**config.mk**
```make
export PLATFORM = sky130hd
export DESIGN_NAME = controller_sequencer
export DESIGN_NICKNAME = d
export VERILOG_FILES = /design/src/rtl/controller_sequencer.sv
export SDC_FILE = /design/constraint.sdc
export NUM_CORES = 1
export LEC_CHECK = 0
export CELL_PAD_IN_SITES_DETAIL_PLACEMENT = 1
export CELL_PAD_IN_SITES_GLOBAL_PLACEMENT = 1
export CORE_ASPECT_RATIO = 0.8
export CORE_MARGIN = 1.5
export CORE_UTILIZATION = 29
export DETAILED_ROUTE_END_ITERATION = 7
export DONT_BUFFER_PORTS = 1
export GPL_TIMING_DRIVEN = 1
export PLACE_DENSITY = 0.6
export SETUP_SLACK_MARGIN = 0.15
export SYNTH_ARGS = -nofsm -noshare
export SYNTH_HDL_FRONTEND = slang
export SYNTH_SLANG_ARGS = --single-unit
```
**constraint.sdc**
```tcl
create_clock -name CLK -period 1.99 [get_ports CLK]
set_clock_uncertainty 0.15 [all_clocks]
set_input_delay 0.0995 -clock CLK [delete_from_list [all_inputs] [get_ports CLK]]
set_output_delay 0.0995 -clock CLK [all_outputs]
set_load 0.02 [all_outputs]
```
**src/rtl/controller_sequencer.sv**
```systemverilog
// Controller/sequencer for a SAP-1 style machine: a six-state one-hot ring
// counter (T1..T6) plus a combinational decode of T and OPCODE into the
// 12-bit control word. A halt opcode seen in T4 freezes the ring until CLR.
module controller_sequencer (
    input  logic        CLK,
    input  logic        CLR,
    input  logic [3:0]  OPCODE,
    output logic [5:0]  T,
    output logic [11:0] CON,
    output logic        HLT
);

    // One-hot ring positions; any other value is illegal and recovers to T1.
    typedef enum logic [5:0] {
        T1 = 6'b000001,
        T2 = 6'b000010,
        T3 = 6'b000100,
        T4 = 6'b001000,
        T5 = 6'b010000,
        T6 = 6'b100000
    } tstate_e;

    // Control word bit order: {CP, EP, LM_N, CE_N, LI_N, EI_N, LA_N, EA, SU, EU, LB_N, LO_N}
    localparam logic [11:0] CON_NOP     = 12'h3E3;
    localparam logic [11:0] CON_FETCH1  = 12'h5E3;
    localparam logic [11:0] CON_FETCH2  = 12'hBE3;
    localparam logic [11:0] CON_FETCH3  = 12'h263;
    localparam logic [11:0] CON_ADDR    = 12'h1A3;
    localparam logic [11:0] CON_LDA_T5  = 12'h2C3;
    localparam logic [11:0] CON_LDB_T5  = 12'h2E1;
    localparam logic [11:0] CON_ADD_T6  = 12'h3C7;
    localparam logic [11:0] CON_SUB_T6  = 12'h3CF;
    localparam logic [11:0] CON_OUT_T4  = 12'h3F2;

    localparam logic [3:0] OP_LDA = 4'b0000;
    localparam logic [3:0] OP_ADD = 4'b0001;
    localparam logic [3:0] OP_SUB = 4'b0010;
    localparam logic [3:0] OP_OUT = 4'b1110;
    localparam logic [3:0] OP_HLT = 4'b1111;

    tstate_e state;
    tstate_e state_next;
    logic    halt_q;
    logic    halt_now;

    // Halt request is only honoured in T4; fetch states ignore OPCODE.
    assign halt_now = (state == T4) && (OPCODE == OP_HLT);

    // State register: ring position and sticky halt flag, async clear.
    always_ff @(posedge CLK or posedge CLR) begin
        if (CLR) begin
            state  <= T1;
            halt_q <= 1'b0;
        end else begin
            state  <= state_next;
            halt_q <= halt_q | halt_now;
        end
    end

    // Next-state: advance the ring, freeze at T4 when halting, recover from non-one-hot.
    always_comb begin
        state_next = T1;
        if (halt_q || halt_now) begin
            state_next = T4;
        end else begin
            case (state)
                T1:      state_next = T2;
                T2:      state_next = T3;
                T3:      state_next = T4;
                T4:      state_next = T5;
                T5:      state_next = T6;
                T6:      state_next = T1;
                default: state_next = T1;
            endcase
        end
    end

    // Output decode: control word from ring position and opcode, no latency.
    always_comb begin
        T   = state;
        HLT = halt_q | halt_now;
        CON = CON_NOP;
        if (!halt_q) begin
            case (state)
                T1: CON = CON_FETCH1;
                T2: CON = CON_FETCH2;
                T3: CON = CON_FETCH3;
                T4: begin
                    case (OPCODE)
                        OP_LDA, OP_ADD, OP_SUB: CON = CON_ADDR;
                        OP_OUT:                 CON = CON_OUT_T4;
                        default:                CON = CON_NOP;
                    endcase
                end
                T5: begin
                    case (OPCODE)
                        OP_LDA:         CON = CON_LDA_T5;
                        OP_ADD, OP_SUB: CON = CON_LDB_T5;
                        default:        CON = CON_NOP;
                    endcase
                end
                T6: begin
                    case (OPCODE)
                        OP_ADD:  CON = CON_ADD_T6;
                        OP_SUB:  CON = CON_SUB_T6;
                        default: CON = CON_NOP;
                    endcase
                end
                default: CON = CON_NOP;
            endcase
        end
    end

endmodule

```
==> results.yml <==
global_routing:
  grt_pass1_wl_um: 2739
  grt_max_degree: 12
  grt_pass1_vias: 552
  grt_overflow: 0
  track_usage: 0.1844
  antenna_found_initial: 0
clocking:
  cts_tree: "done"
  cts_sinks: 7
  cts_max_path_buffers: 2
  cts_root_buf: "clkbuf_4"
  h-tree-depth: 1
  cts_buffers: 3
  clk_pin_slew_ns: 0.06
  clock_latency_ns: 0.26
detailed_routing:
  dr.pass1.iters: 4
  ant_nets: 0
  via_count: 616
  drt_iter0_drc: 14
  drc_errors: 0
  totalWireLength_um: 2157
  post_drt_wl_per_cell_um: 18.92
  vias_per_cell: 5.404
synth:
  synth_top_area_share: 0.2864
  ys_seq_area_frac: 0.3365
  synth_top_area_cell: "dfrtp_1"
  synth_cell_types: 28
  syn_nets: 71
  synth.most_common_cell: "nor3_1"
  synth_edf_count: 0
  synth_common_cells: "10 x nor3_1, 6 x dfrtp_1, 6 x o21ai_0"
  synthFlopType: "dfrtp_1"
  synth_area_per_cell_um2: 8.065
  postSynthCellCount: 65
  yosys-top-cells-area: "dfrtp_1 29%, nor3_1 9.5%, nand2b_1 6.0%"
  syn_area_um2: 524.3
  ys.warnings.count: 0
  ys_seq_elements: 7
  async_flop_share: 1.000
power_and_ir_drop:
  fin_total_pwr_mw: 0.2979
  powerDensity_mw_per_mm2: 330.7
  power_leakage_nw: 0.3604
  peakVddDrop_mv: 0.1885
worst_hold_path:
  hold_class: "primary input to async pin"
floorplan:
  io_pins: 25
  die_y_um: 41.03
  initial_core_util: 0.3160
  core_mm2: 0.001659
  die-area_mm2: 0.002073
  die_w_um: 50.54
  num_rows: 13
timing:
  finalMaxSlewViolations: 0
  fin_tns_setup_ns: -0.6547
  period_minus_slack_ns: 2.206
  fmax_ghz: 0.4534
  tightest_slew_ns: 0.4960
  hold_viol: 0
  rsz0062_at_grt: "yes"
  min_period_over_period: 1.108
  setup_slack_ns: -0.2156
  slew-limit-headroom: 0.6670
  setup_viol: 5
worst_setup_path:
  crit_path_end: "CON[3]"
  reg2reg_to: "T[4]"
  max_stage_delay_ns: 0.55
  worstSetupStartpoint: "T[2]"
  path_delay_family: "simple AND/OR/NAND/NOR gates"
  r2r_slack_ns: 0.09
  cp.depth: 3
  path_class: "flip-flop to output pin"
  crit_fanout: 3
  critPathSlowestCell: "or4_4"
  ff2ff_path_depth: 9
  start_kind: "flip-flop"
  r2r_start: "T[2]"
  worst-path-buf-inv: 0
  cp_data_arrival_time_ns: 1.96
  worstPathCellList: "or4_4 > or3b_4 > nor3_4"
  critPathCaptureType: "output pin"
  critical_path_required_ns: 1.74
job:
  drv_cap: 0
status:
  failed_checks: "negative setup slack"
  outcome: "finished with violations"
layout:
  finalNetCount: 99
  syn2layout_area_growth_pct: 71.84
  diodes: 0
  drive_gt1_frac: 0.5543
placed_design:
  gp_congestion: 0.8050
  dp_hpwl_um: 1276
  portBuffers: 0
-- through the flow --
| step | hold slack [ns] | std cells | cell area (µm²) | setup WS, ns | utilization |
|---|---|---|---|---|---|
| 5_1_grt | 0.09434 | 114 | 900.9 | -0.2484 | 0.5430 |
| 2_1_floorplan | -0.2480 | 65 | 559.3 | 0.005760 | - |
| 3_3_place_gp | -0.2091 | 96 | 651.9 | 0.09008 | 0.3929 |
| 4_1_cts | 0.06188 | 110 | 804.5 | -0.2020 | 0.4849 |
| 3_5_place_dp | -0.2103 | 96 | 651.9 | 0.06736 | 0.3929 |
| 6_report | 0.06460 | 114 | 900.9 | -0.2156 | 0.5430 |
-- worst register-to-register path, stage by stage, from the launching register on --
cell and delay [ns]:
dfrtp_2 0.40, buf_4 0.14, buf_8 0.13, nor3_4 0.14, nand4_1 0.21, buf_4 0.20, buf_4 0.12, buf_4 0.12
buf_4 0.12, nor2b_1 0.11
-- state kept, by name, indices dropped and copies added, names as in the netlist --
name	count
halt_q	1
T	6
-- final cells by class --
| cell class | instances | area, µm² |
|---|---|---|
| Fill cell | 192 | 758.2 |
| Multi-Input combinational cell | 52 | 439.2 |
| Timing Repair Buffer | 27 | 221.5 |
| Sequential cell | 7 | 178.9 |
| Tap cell | 22 | 27.53 |
| Clock buffer | 4 | 26.28 |
| Inverter | 2 | 7.507 |
-- cells in the final DEF (no fill, tap or decap), types with 2 or more instances in the layout --
cell type      instances
buf_4                 22
nand2b_1               5
dfrtp_1                4
nor3_4                 4
o21ai_0                4
nor3_1                 3
nor3_2                 3
clkbuf_4               3
dlygate4sd3_1          3
dfrtp_2                2
nor2_2                 2
nand4_1                2
o21ai_1                2
nor4_1                 2
or3_4                  2
nand2_1                2
or4_4                  2
nor3b_1                2
-- how the worst min path moves through the flow --
stage / slack [ns] / startpoint / end / depth (start not counted)
final: 0.06 / CLR / halt_q / 2
after global routing: 0.09 / CLR / T[3] / 2
after CTS: 0.06 / CLR / T[5] / 2
after detailed placement: -0.21 / CLR / T[5] / 1
after global placement: -0.21 / CLR / T[3] / 1
after floorplan: -0.25 / CLR / T[3] / 1
-- power breakdown --
group          switching, mW  internal, mW  leakage (nW)  total (mW)
Sequential                 0         0.142        0.0804       0.142
Clock                 0.0590        0.0769        0.0150       0.136
Combinational         0.0123       0.00720         0.265      0.0195
-- cells by family (layout without fill, tap and decap cells) --
logic type | Yosys count | count (layout) | synth area share
AND/OR/NAND/NOR | 40 | 40 | 0.4535
flip-flops | 7 | 7 | 0.3365
buffers and inverters | 6 | 33 | 0.05728
AO/OA/AOI/OAI | 10 | 10 | 0.1194
XOR/XNOR | 2 | 2 | 0.03342
-- layer usage --
metal | track usage | part of all wire
met3 | 0.04745 | 0.038
met1 | 0.2406 | 0.44
met4 | 0.02027 | 0
met5 | 0 | 0
met2 | 0.3257 | 0.52
-- what timing repair did --
action / in CTS / in global routing
pin swaps: 5 / 11
hold buffers: 3 / 0
cloned: 0 / 0
resized for setup: 11 / 15
endpoints found under the setup margin: 13 / 14
hold endpoints to repair: 8 / 0
setup buffers: 7 / 4
(Power assumes the default switching activity.)
